File: src/rtl/coin_credit_ctrl_pkg.sv
// Shared coin values, FSM encoding and coin-vector helpers
// for the vending credit controller.
package coin_credit_ctrl_pkg;

    localparam int PENNY_VAL   = 1;
    localparam int NICKLE_VAL  = 5;
    localparam int DIME_VAL    = 10;
    localparam int QUARTER_VAL = 25;

    typedef enum logic [1:0] {
        IDLE   = 2'd0,
        ACCUM  = 2'd1,
        VEND   = 2'd2,
        CHANGE = 2'd3
    } state_t;

    typedef struct packed {
        logic quarter;
        logic dime;
        logic nickle;
        logic penny;
    } coin_vec_t;

    function automatic int coin_count(input coin_vec_t c);
        return int'(c.quarter) + int'(c.dime)
             + int'(c.nickle) + int'(c.penny);
    endfunction

    // Total value of the flagged coins; meaningful when exactly one is set.
    function automatic int coin_value(input coin_vec_t c);
        return (c.quarter ? QUARTER_VAL : 0)
             + (c.dime    ? DIME_VAL    : 0)
             + (c.nickle  ? NICKLE_VAL  : 0)
             + (c.penny   ? PENNY_VAL   : 0);
    endfunction

endpackage

File: src/rtl/coin_credit_ctrl_if.sv
// Sensor/keypad inputs and vend/change outputs of the
// credit controller, bundled as one interface.
interface coin_credit_ctrl_if #(
    parameter int CREDIT_W = 8
);
    logic                penny;
    logic                nickle;
    logic                dime;
    logic                quarter;
    logic                select;
    logic                cancel;
    logic [CREDIT_W-1:0] credit;
    logic                dispense;
    logic                short_funds;
    logic                coin_reject;
    logic                chg_quarter;
    logic                chg_dime;
    logic                chg_nickle;
    logic                chg_penny;
    logic                busy;

    modport master (
        output penny, nickle, dime, quarter,
        output select, cancel,
        input  credit, dispense, short_funds, coin_reject,
        input  chg_quarter, chg_dime, chg_nickle, chg_penny,
        input  busy
    );

    modport slave (
        input  penny, nickle, dime, quarter,
        input  select, cancel,
        output credit, dispense, short_funds, coin_reject,
        output chg_quarter, chg_dime, chg_nickle, chg_penny,
        output busy
    );
endinterface

File: src/rtl/coin_change_maker.sv
// Greedy change selector: picks the largest coin not above
// the given credit and reports its value; nothing when credit is 0.
module coin_change_maker
    import coin_credit_ctrl_pkg::*;
#(
    parameter int CREDIT_W = 8
) (
    input  logic [CREDIT_W-1:0] credit,
    output coin_vec_t           coin,
    output logic [CREDIT_W-1:0] value
);

    always_comb begin
        coin  = '0;
        value = '0;
        priority case (1'b1)
            credit >= CREDIT_W'(QUARTER_VAL): begin
                coin.quarter = 1'b1;
                value        = CREDIT_W'(QUARTER_VAL);
            end
            credit >= CREDIT_W'(DIME_VAL): begin
                coin.dime = 1'b1;
                value     = CREDIT_W'(DIME_VAL);
            end
            credit >= CREDIT_W'(NICKLE_VAL): begin
                coin.nickle = 1'b1;
                value       = CREDIT_W'(NICKLE_VAL);
            end
            credit != '0: begin
                coin.penny = 1'b1;
                value      = CREDIT_W'(PENNY_VAL);
            end
            default: begin
                coin  = '0;
                value = '0;
            end
        endcase
    end

endmodule

File: src/rtl/coin_credit_ctrl.sv
// Vending credit controller: coin edge detection, credit
// accumulation, single-item vend and greedy change payout.
module coin_credit_ctrl
    import coin_credit_ctrl_pkg::*;
#(
    parameter int PRICE      = 65,
    parameter int MAX_CREDIT = 200,
    parameter int CREDIT_W   = 8
) (
    input logic               clk,
    input logic               reset,
    coin_credit_ctrl_if.slave bus
);

    localparam int SW = CREDIT_W + 1;

    state_t              state;
    logic [CREDIT_W-1:0] credit_q;
    coin_vec_t           prev;
    coin_vec_t           lvl;
    coin_vec_t           ev;
    coin_vec_t           chg_sel;
    coin_vec_t           chg_q;
    logic [CREDIT_W-1:0] chg_val;
    logic [SW-1:0]       sum;
    logic [CREDIT_W-1:0] add;
    logic                coin_ok;
    logic                accept;
    logic                reject;
    logic                dispense_q;
    logic                short_q;
    logic                reject_q;
    logic                busy_q;

    assign lvl = {bus.quarter, bus.dime, bus.nickle, bus.penny};
    assign ev  = coin_vec_t'(lvl & ~prev);
    assign sum = {1'b0, credit_q} + SW'(coin_value(ev));

    // Coins are only taken while collecting and only one at a time.
    assign coin_ok = (state == IDLE) || (state == ACCUM);
    assign accept  = coin_ok && (coin_count(ev) == 1)
                  && (sum <= SW'(MAX_CREDIT));
    assign reject  = (|ev) && !accept;
    assign add     = accept ? sum[CREDIT_W-1:0] : credit_q;

    coin_change_maker #(
        .CREDIT_W (CREDIT_W)
    ) u_change (
        .credit (credit_q),
        .coin   (chg_sel),
        .value  (chg_val)
    );

    always_ff @(posedge clk) begin
        if (reset) begin
            state      <= IDLE;
            credit_q   <= '0;
            prev       <= '1;
            chg_q      <= '0;
            dispense_q <= 1'b0;
            short_q    <= 1'b0;
            reject_q   <= 1'b0;
            busy_q     <= 1'b0;
        end else begin
            prev       <= lvl;
            chg_q      <= '0;
            dispense_q <= 1'b0;
            short_q    <= 1'b0;
            reject_q   <= reject;
            unique case (state)
                IDLE: begin
                    busy_q <= 1'b0;
                    if (accept) begin
                        credit_q <= add;
                        state    <= ACCUM;
                    end
                end
                ACCUM: begin
                    credit_q <= add;
                    busy_q   <= 1'b0;
                    if (bus.cancel) begin
                        state  <= CHANGE;
                        busy_q <= 1'b1;
                    end else if (bus.select
                        && credit_q >= CREDIT_W'(PRICE)) begin
                        state  <= VEND;
                        busy_q <= 1'b1;
                    end else if (bus.select) begin
                        short_q <= 1'b1;
                    end
                end
                VEND: begin
                    dispense_q <= 1'b1;
                    credit_q   <= credit_q - CREDIT_W'(PRICE);
                    if (credit_q == CREDIT_W'(PRICE)) begin
                        state  <= IDLE;
                        busy_q <= 1'b0;
                    end else begin
                        state  <= CHANGE;
                        busy_q <= 1'b1;
                    end
                end
                CHANGE: begin
                    chg_q    <= chg_sel;
                    credit_q <= credit_q - chg_val;
                    if (credit_q == chg_val) begin
                        state  <= IDLE;
                        busy_q <= 1'b0;
                    end else begin
                        busy_q <= 1'b1;
                    end
                end
            endcase
        end
    end

    assign bus.credit      = credit_q;
    assign bus.dispense    = dispense_q;
    assign bus.short_funds = short_q;
    assign bus.coin_reject = reject_q;
    assign bus.chg_quarter = chg_q.quarter;
    assign bus.chg_dime    = chg_q.dime;
    assign bus.chg_nickle  = chg_q.nickle;
    assign bus.chg_penny   = chg_q.penny;
    assign bus.busy        = busy_q;

endmodule
File: src/flat_wrapper.sv
// flat-port wrapper written by rule: the top's interface ports become plain ports
module coin_credit_ctrl_flat import coin_credit_ctrl_pkg::*;
#(
    parameter int PRICE      = 65,
    parameter int MAX_CREDIT = 200,
    parameter int CREDIT_W   = 8
)
  (clk, reset, bus_penny, bus_nickle, bus_dime, bus_quarter, bus_select, bus_cancel, bus_credit, bus_dispense, bus_short_funds, bus_coin_reject, bus_chg_quarter, bus_chg_dime, bus_chg_nickle, bus_chg_penny, bus_busy);
  coin_credit_ctrl_if #(.CREDIT_W(CREDIT_W)) bus_i ();
  input logic clk;
  input logic reset;
  input wire logic [$bits(bus_i.penny)-1:0] bus_penny;
  input wire logic [$bits(bus_i.nickle)-1:0] bus_nickle;
  input wire logic [$bits(bus_i.dime)-1:0] bus_dime;
  input wire logic [$bits(bus_i.quarter)-1:0] bus_quarter;
  input wire logic [$bits(bus_i.select)-1:0] bus_select;
  input wire logic [$bits(bus_i.cancel)-1:0] bus_cancel;
  output wire logic [$bits(bus_i.credit)-1:0] bus_credit;
  output wire logic [$bits(bus_i.dispense)-1:0] bus_dispense;
  output wire logic [$bits(bus_i.short_funds)-1:0] bus_short_funds;
  output wire logic [$bits(bus_i.coin_reject)-1:0] bus_coin_reject;
  output wire logic [$bits(bus_i.chg_quarter)-1:0] bus_chg_quarter;
  output wire logic [$bits(bus_i.chg_dime)-1:0] bus_chg_dime;
  output wire logic [$bits(bus_i.chg_nickle)-1:0] bus_chg_nickle;
  output wire logic [$bits(bus_i.chg_penny)-1:0] bus_chg_penny;
  output wire logic [$bits(bus_i.busy)-1:0] bus_busy;
  assign bus_i.penny = bus_penny;
  assign bus_i.nickle = bus_nickle;
  assign bus_i.dime = bus_dime;
  assign bus_i.quarter = bus_quarter;
  assign bus_i.select = bus_select;
  assign bus_i.cancel = bus_cancel;
  assign bus_credit = bus_i.credit;
  assign bus_dispense = bus_i.dispense;
  assign bus_short_funds = bus_i.short_funds;
  assign bus_coin_reject = bus_i.coin_reject;
  assign bus_chg_quarter = bus_i.chg_quarter;
  assign bus_chg_dime = bus_i.chg_dime;
  assign bus_chg_nickle = bus_i.chg_nickle;
  assign bus_chg_penny = bus_i.chg_penny;
  assign bus_busy = bus_i.busy;
  coin_credit_ctrl #(.PRICE(PRICE), .MAX_CREDIT(MAX_CREDIT), .CREDIT_W(CREDIT_W)) u_core (.clk(clk), .reset(reset), .bus(bus_i));
endmodule
File: config.mk
export PLATFORM = sky130hd
export DESIGN_NAME = coin_credit_ctrl_flat
export DESIGN_NICKNAME = d
export VERILOG_FILES = /design/src/rtl/coin_credit_ctrl_pkg.sv /design/src/rtl/coin_credit_ctrl_if.sv /design/src/rtl/coin_change_maker.sv /design/src/rtl/coin_credit_ctrl.sv /design/src/flat_wrapper.sv
export SDC_FILE = /design/constraint.sdc
export NUM_CORES = 1
export LEC_CHECK = 0
export ABC_AREA = 1
export BUFFER_PORTS_ARGS = -buffer_cell sky130_fd_sc_hd__buf_2
export CAP_MARGIN = 20
export CORE_MARGIN = 1.5
export CORE_UTILIZATION = 30
export CTS_CLUSTER_SIZE = 24
export DETAILED_ROUTE_END_ITERATION = 10
export GPL_ROUTABILITY_DRIVEN = 0
export GPL_TIMING_DRIVEN = 1
export SLEW_MARGIN = 15
export SYNTH_ARGS = -nofsm -noshare
export SYNTH_HDL_FRONTEND = slang
export SYNTH_HIERARCHICAL = 1
export SYNTH_SLANG_ARGS = --single-unit
File: constraint.sdc
create_clock -name clk -period 2.53 [get_ports clk]
set_input_delay 0.253 -clock clk [delete_from_list [all_inputs] [get_ports clk]]
set_output_delay 0.253 -clock clk [all_outputs]
set_load 0.02 [all_outputs]
After elaboration in Yosys (flattened, before gate mapping)
Cells that the tools add are included.

Bitwise gates (word level): 4. Mux-type cells: 28. Reduce and logical (&&, ||, !) cells: 15. $add $sub $neg: 9. $lt $le $gt $ge: 5. Eq/ne operators: 9.

Operator list (number): adder 32 x 2 -> 32 bit (2); two-way mux 8 bit (5); == test 32 x 2 -> 1 bit (second input constant) (1); case mux 8 bit (4 select lines) (1); adder 9 bit (3); two-way mux 1 bit (12); OR reduction 4 bit (3); two-way mux 2 bit (5); adder 8 x 9 -> 9 bit (1); <= comparator 9 x 8 -> 1 bit (second input constant) (1); == test 8 x 7 -> 1 bit (second input constant) (1); == test 8 bit (1); >= comparator 8 x 3 -> 1 bit (second input constant) (1); >= comparator 8 x 4 -> 1 bit (second input constant) (1); >= comparator 8 x 5 -> 1 bit (second input constant) (1); >= comparator 8 x 7 -> 1 bit (second input constant) (1); case mux 2 bit (4 select lines) (1); nonzero test 8 bit (1); subtractor 8 x 7 -> 8 bit (second input constant) (1); subtractor 8 bit (1); two-way mux 5 bit (1); OR reduction 5 bit (1); bitwise AND 4 bit (1); == test 2 bit (second input constant) (2); 16 further kinds (21).

Register bits: 22. Bits of input ports: 8. Logic and storage cells: 84. Output and inout bits: 16.

Depth between registers and ports, before layout
Gate-level depths: netlist of run 1.

Depth in word-level cells: 12. Depth in mapped cells: 22. Gate-level depth less buffers: 21.

Hierarchy
Netlist of run 1, hierarchy kept.

By module, submodules not included: coin_credit_ctrl (cells an instance 316, times used 1, sequential area each 440.4 um^2, area an instance 2008.2 um^2); coin_change_maker (cells an instance 47, times used 1, sequential area each 0.0 um^2, area an instance 231.5 um^2).

Worst setup path after synthesis of run 1
No wires, ideal clock.

Path type: register -> register. Start: register u_core.credit_q[0], in the netlist u_core/bus.credit[0]. End: register u_core.credit_q[0], in the netlist u_core/bus.credit[0]. Setup slack: -269 ps. Clock period less this slack: 2799 ps. Buffers on the path: 1. Arrival: 2669 ps. Cell stages (with the launch flop): 21. Cells stage by stage: dfxtp_1 > inv_1 > xor2_1 > inv_1 > ha_1 > inv_1 > nor2_2 > fa_1 > nand2_1 > inv_1 > nor2_1 > nor2_1 > nand2_1 > nand3_1 > nand3_2 > nand3_2 > nand2_4 > nand2_4 > buf_6 > nand2_1 > a21oi_2.

Word-level cells in the longest chain between the ends: 7. Elaborated cells on any way between the ends: 17. Those cells by class: add/sub: 3; order compare: 4; eq/ne: 1; mux: 7; reduce/logical: 2.

RTL lines: start, declared (line coin_credit_ctrl.sv:18) `logic [CREDIT_W-1:0] credit_q;`; start signal, assigned (line coin_credit_ctrl.sv:94) `credit_q <= credit_q - CREDIT_W'(PRICE);`; start signal, assigned (line coin_credit_ctrl.sv:105) `credit_q <= credit_q - chg_val;`; parallel branches: the longest is 7 deep, another holds adder 8 x 9 -> 9 bit.

Parallel ways; which one is timed is not known. The select of a mux whose other input is x is not followed. A chain may end at the register's enable or synchronous reset.

Worst setup path after layout of run 1
Start: register u_core.credit_q[0], in the netlist u_core/bus.credit[0]. End: register u_core.state[0].

Word-level cells in the longest chain between the ends: 8. Elaborated cells on any way between the ends: 21. Those cells by class: add/sub: 1; order compare: 5; eq/ne: 5; mux: 6; reduce/logical: 4.

RTL lines: parallel branches: the longest is 8 deep, another holds adder 8 x 9 -> 9 bit; end signal, assigned (line coin_credit_ctrl.sv:96) `state <= IDLE;`; end signal, assigned (line coin_credit_ctrl.sv:99) `state <= CHANGE;`; end signal, assigned (line coin_credit_ctrl.sv:107) `state <= IDLE;`; end, declared (line coin_credit_ctrl.sv:17) `state_t state;`.

Parallel ways; which one is timed is not known.

==> impl_metrics.csv, run 1 <==
group,metric,value,unit
clock_tree,clockRootBuffer,"clkbuf_8",
die,die_w,89.4,um
layout,area_delta_synth_final,31.0,%
clock_tree,htree_num_levels,1,
drt,vias,2520,
layout,nets,452,
timing,holdWs,0.192,ns
drt,first_iter_violations,209,
synthesis,synth_top_area_cell,"dfxtp_1",
timing,rsz0062_at_grt,"true",
drt,routed_wl,6720,um
critical_path,worst_setup_path_start_kind,"flip-flop",
synthesis,synth_top_area_share,19.7,%
power,internal_power,0.00178,W
power,p_comb_share,75.4,%
die,core-area,7250,um2
power,powerDensity,1250,nW/um2
timing,clock-skew-final,0.00311,ns
timing,min_period_over_period,98.9,%
timing,slew_headroom,60.6,%
global_routing,grt_pass1_wl,10600,um
global_routing,grt-ovfl-total,0,
power,switching_power,0.00190,W
synthesis,synth_most_common_cell,"nand2_1",
critical_path,crit_type,"flip-flop to flip-flop",
drt,wl_per_cell,12.9,um
drt,first_pass_iters,5,
critical_path,cp_max_fo,6,
synthesis,synth_area_leaders,"dfxtp_1, nand2_1, ha_1, inv_1, nor2_1",
power,seqPwrFrac,15.0,%
drt,antenna_left,0,
critical_path,crit_path_cell_trace,"inv_4 > xor2_1 > inv_1 > ha_4 > inv_4 > nor2_4 > fa_2 > nand3_2 > nand3_2 > xnor2_2 > nand3_2 > nand3_2 > nand2_4 > buf_6 > nand2_1 > nand2_1 > a21oi_1",
drt,drc,0,
clock_tree,cts_tree,"done",
timing,slew_viol_final,0,
clock_tree,clkSlewWorstSetupHoldPaths,0.09,ns
die,die-area,7990,um2
die,pin_count,24,
clock_tree,clockBufferDepth,2,
critical_path,end_kind,"flip-flop",
layout,nFillCells,772,
clock_tree,cts_sinks,22,
min_path,hold_path_class,"input port to flip-flop",
critical_path,critPathRequiredTime,2.75,ns
synthesis,syn_inst,363,
clock_tree,numCtsBuffers,3,
synthesis,yosysSeqAreaShare,19.7,%
run,drv_cap,0,
placement,hpwl,5180,um
global_routing,grt_max_degree,15,
power,power_frac_clock,9.6,%
die,die_h,89.4,um
timing,finalSetupViolCount,0,
global_routing,grt_pass1_vias,2297,
timing,tightestPinTransition,0.591,ns
die,initial_utilization,30.9,%
drt,via_per_inst,4.84,
synthesis,ys_types,38,
critical_path,cpMostUsedCell,"nand3_2",
layout,diodes,0,
synthesis,syn-cell-area,2240,um2
critical_path,cp_data_arrival_time,2.72,ns
critical_path,cp_slowest_cell,"fa_2",
layout,finalNonFillerCells,521,
placement,port_buffers,23,
timing,final.min_clock_period,2.50,ns
critical_path,slowest_delay,0.40,ns
clock_tree,clock_latency,0.28,ns
power,p_leak,1.54,nW
global_routing,grt_usage,17.3,%
layout,drive_gt1_share,32.5,%
global_routing,antenna_found_initial,0,
synthesis,syn_area_per_cell,6.17,um2
clock_tree,cts_hold_buffers,0,
timing,fmax,400,MHz
synthesis,ys_async_sr_fraction,0,%
die,rows,31,
synthesis,synthTopCellsByCount,"nand2_1, inv_1, nor2_1, nand3_1, dfxtp_1",
power,p_sw_share,51.7,%
synthesis,ys_seq_elements,22,
synthesis,ys_warn_count,6,
timing,hold_viol,0,
synthesis,synth_edf_count,0,
power,max-vdd-ir-drop,0.360,mV
placement,place_inst,513,
synthesis,ys.flop_type,"dfxtp_1",
status,status,"finished clean",
-- power by group through the flow --
| stage | sequential [W] | combinational (W) | clock (W) |
|---|---|---|---|
| CTS | 0.000543 | 0.00259 | 0.000359 |
| detailed placement | 0.000547 | 0.00254 | 0 |
| global placement | 0.000545 | 0.00252 | 0 |
| finish | 0.000551 | 0.00278 | 0.000353 |
| floorplan | 0.000624 | 0.00168 | 0 |
| global route | 0.000564 | 0.00308 | 0.000377 |
-- critical path: cells and delay by family, from the launching register on --
| family | cells | cell delay (ns) |
|---|---|---|
| and+or+nand+nor | 8 | 0.61 |
| adders and majority gates | 2 | 0.65 |
| DFF | 1 | 0.37 |
| AOI/OAI and AO/OA | 1 | 0.11 |
| buffers and inverters | 4 | 0.34 |
| xor gates and xnor gates | 2 | 0.35 |
-- through the flow --
stage	TNS (ns)	power, W	instance area, um2	utilization, %	setup WS (ns)
2_1_floorplan	0	0.00230	2250	-	0.0403
3_3_place_gp	-0.437	0.00306	2690	37.1	-0.0752
3_5_place_dp	-0.986	0.00309	2690	37.1	-0.114
4_1_cts	-0.00122	0.00350	2790	38.4	-0.00122
5_1_grt	-1.12	0.00403	2930	40.5	-0.135
6_report	0	0.00368	2930	40.5	0.0273
-- path summary, 6_finish.rpt --
check                       start                endpoint  slack, ns  cells past startpoint
min                     bus_penny          u_core/prev[0]       0.19                      3
max reg2reg  u_core/bus.credit[0]         u_core/state[0]       0.03                     17
min reg2reg       u_core/state[0]  u_core/bus.short_funds       0.64                      4
max          u_core/bus.credit[0]         u_core/state[0]       0.03                     17
-- cell families (layout without fill, tap and decap cells) --
kind of cell               count (synthesis)  count (layout)  share of synthesized area (%)
and+or+nand+nor                          190             191                           38.2
AOI/OAI and AO/OA                         52              52                           13.7
adders and majority gates                 21              21                           12.4
buffers and inverters                     72             128                           13.9
other                                      1               3                          0.167
DFF                                       22              22                           19.7
xor gates and xnor gates                   5               5                           1.96
-- what timing repair did --
action / in CTS / in global routing
gates cloned: 0 / 1
gates resized for setup: 8 / 34
buffers inserted: 0 / 3
pin swaps: 1 / 16
endpoints found under the setup margin: 10 / 10
-- sequential cells by signal (all words and copies together), names as in the netlist --
register and count:
u_core/bus.credit 8, u_core/prev 4, u_core/state 2, u_core/bus.busy 1, u_core/bus.chg_dime 1, u_core/bus.chg_nickle 1, u_core/bus.chg_penny 1, u_core/bus.chg_quarter 1
u_core/bus.coin_reject 1, u_core/bus.dispense 1, u_core/bus.short_funds 1
-- cell type report --
| class | count | area [um2] | area share [%] |
|---|---|---|---|
| inverter | 61 | 234 | 7.97 |
| clock inverter | 1 | 30.0 | 1.02 |
| sequential | 22 | 452 | 15.4 |
| clock buffer | 3 | 41.3 | 1.41 |
| timing repair buffer | 63 | 419 | 14.3 |
| tap | 99 | 124 | 4.22 |
| multi-input combinational | 272 | 1630 | 55.7 |
-- placed cells by master, fill, tap and decap left out, types with 2 or more instances in the layout --
cell,count
dfxtp_2,3
clkbuf_8,3
a21oi_2,3
dfxtp_1,17
a31oi_1,5
nor2_2,10
ha_1,16
nand2_1,71
buf_2,23
o21ai_0,13
nand2_2,19
nor2_1,50
dfxtp_4,2
inv_1,53
buf_4,39
fa_2,2
inv_2,5
inv_4,2
a21oi_1,18
nand4_1,5
nand3_2,7
xor2_1,4
ha_2,2
or2_2,2
nand2_4,2
nor2_4,4
nand3_1,19
conb_1,3
-- routing by layer --
metal	GRT usage, %	wire (um)	up-vias	part of all wire, %
met3	2.49	405	20	6.0
met2	32.0	3290	98	49
li1	-	-	1274	-
met1	20.6	2850	1128	42
met5	0	0	-	0
met4	5.31	180	0	2.7
No activity file was read; power rests on OpenSTA's default activity.
==> run 2: changes to the inputs <==
--- a/config.mk
+++ b/config.mk
@@ -7,9 +7,8 @@
 export LEC_CHECK = 0
 export ABC_AREA = 1
 export BUFFER_PORTS_ARGS = -buffer_cell sky130_fd_sc_hd__buf_2
-export CAP_MARGIN = 20
 export CORE_MARGIN = 1.5
-export CORE_UTILIZATION = 30
+export CORE_UTILIZATION = 25
 export CTS_CLUSTER_SIZE = 24
 export DETAILED_ROUTE_END_ITERATION = 10
 export GPL_ROUTABILITY_DRIVEN = 0
==> run 2 against run 1 <==
The flow now finishes with violations (setup timing). Count of clock-buffer cells in the layout up 1. Setup slack worse by 0.069 ns. Combinational power is 7.2% lower. Utilization fell by 7.5 points. Sequential share of layout area grew 0.18 points. Die area grew 19%. Sequential power fell by 2%. Cell area decreased by 2.0%. Clock skew is 0.0058 ns higher.
==> impl_metrics.csv, run 2 (synthesis results as in run 1) <==
group,metric,value,unit
drt,wl_per_cell,12.1,um
layout,largest_reg_flops,8,
global_routing,grt-ovfl-total,0,
clock_tree,clkSlewWorstSetupHoldPaths,0.10,ns
timing,slew_headroom,59.0,%
global_routing,grt_pass1_vias,2350,
status,status,"finished, violations left",
layout,diodes,0,
die,die-area,9540,um2
min_path,min_to,"u_core/prev[3]",
clock_tree,cts_tree,"done",
layout,layout_common_cells,"nand2_1, inv_1, nor2_1",
drt,drc,0,
min_path,hold_depth,3,
timing,finalSetupViolCount,8,
timing,final.min_clock_period,2.57,ns
layout,fin_area,2880,um2
die,pin_count,24,
placement,port_buffers,23,
global_routing,grt_max_degree,14,
critical_path,startpoint,"u_core/prev[0]",
timing,fmax,389,MHz
power,powerDensity,1190,nW/um2
clock_tree,clockRootBuffer,"clkbuf_8",
layout,layout_commonest_cell,"nand2_1",
die,die_h,97.7,um
min_path,hold_path_class,"input port to flip-flop",
clock_tree,clockBufferDepth,2,
placement,hpwl,5070,um
drt,antenna_left,0,
timing,tightestPinTransition,0.615,ns
critical_path,reg2reg_depth,18,
timing,rsz0062_at_grt,"true",
die,initial_utilization,25.7,%
timing,final.setup.worst_slack,-0.0415,ns
critical_path,end_kind,"flip-flop",
critical_path,cp_max_fo,7,
layout,nets,447,
layout,nFillCells,966,
layout,drive_gt1_share,29.3,%
critical_path,worst_setup_path_start_kind,"flip-flop",
critical_path,reg2reg_slack,-0.04,ns
critical_path,rr_endpoint,"u_core/bus.credit[1]",
timing,hold_viol,0,
die,die_w,97.7,um
timing,slew_viol_final,0,
status,violations,"setup timing",
min_path,min_from,"bus_quarter",
clock_tree,clock_latency,0.28,ns
power,max-vdd-ir-drop,0.396,mV
power,p_total,0.00343,W
drt,first_pass_iters,5,
critical_path,cp_data_arrival_time,2.79,ns
clock_tree,cts_sinks,22,
timing,clock-skew-final,0.00886,ns
critical_path,r2r-start,"u_core/prev[0]",
die,rows,34,
clock_tree,htree_num_levels,1,
critical_path,critPathRequiredTime,2.75,ns
die,core-area,8720,um2
run,drv_cap,0,
drt,first_iter_violations,195,
timing,min_period_over_period,102,%
global_routing,grt_pass1_wl,10500,um
drt,via_per_inst,4.76,
critical_path,crit_type,"flip-flop to flip-flop",
drt,routed_wl,6370,um
layout,area_delta_synth_final,28.4,%
power,p_leak,1.51,nW
clock_tree,numCtsBuffers,3,
global_routing,grt_usage,13.3,%
drt,vias,2498,
placement,place_area,2660,um2
layout,final_core_util,33.0,%
global_routing,antenna_found_initial,0,
==> run 2: how the worst max path moves through the flow <==
stage	cells after the start	endpoint
floorplan	20	u_core/bus.credit[0]
global placement	17	u_core/bus.credit[6]
detailed placement	22	u_core/bus.credit[1]
CTS	19	u_core/state[0]
global route	20	u_core/bus.credit[1]
finish	18	u_core/bus.credit[1]
==> run 2: critical path: stages, from the launching register on <==
cell and delay (ns):
dfxtp_2 0.34, nor2_4 0.10, xor2_1 0.15, inv_1 0.09
ha_4 0.23, inv_4 0.06, nor2_4 0.04, fa_2 0.42
nand4_1 0.13, nand3_1 0.13, nand2_1 0.08, nand2_1 0.05
inv_1 0.10, nand3_2 0.10, nand2_4 0.15, nand2_8 0.09
nand2_2 0.07, nand2_1 0.05, nor2_1 0.12
==> run 2: layout make-up <==
cell class / count / area, um2 / share of cell area [%]
inverters: 61 / 231 / 8.05
repair buffers: 58 / 382 / 13.3
multi-input cells: 272 / 1610 / 56.1
clock buffers: 4 / 66.3 / 2.31
flip-flops and latches: 22 / 448 / 15.6
well taps: 108 / 135 / 4.70
==> run 2: metal layers <==
metal  track usage, %  vias up  share of wire (%)
met5                0        -                  0
met3             2.88       18                5.3
met4             3.63        0                2.7
met2             23.5       76                 47
met1             16.3     1145                 45
li1                 -     1259                  -
==> run 2: report_power, final <==
group	internal (W)	switching (W)	total, W
Sequential	0.000431	0.000109	0.000539
Clock	0.000172	0.000141	0.000313
Combinational	0.00101	0.00157	0.00258
Total	0.00161	0.00181	0.00343
==> run 2: repair_timing <==
item	CTS	global route
hold buffers	0	0
gates resized for setup	14	16
gates cloned	1	0
pin swaps	6	10
setup buffers	1	2
endpoints found under the setup margin	10	10
==> run 2: stage by stage <==
| stage | hold WS [ns] | std cells | TNS, ns | setup WS [ns] |
|---|---|---|---|---|
| finish | 0.179 | 525 | -0.140 | -0.0415 |
| global placement | 0.440 | 517 | -0.238 | -0.0346 |
| global route | 0.189 | 525 | -1.63 | -0.202 |
| CTS | 0.162 | 523 | 0 | 0.00309 |
| floorplan | 0.349 | 365 | 0 | 0.0403 |
| detailed placement | 0.442 | 517 | -1.33 | -0.152 |
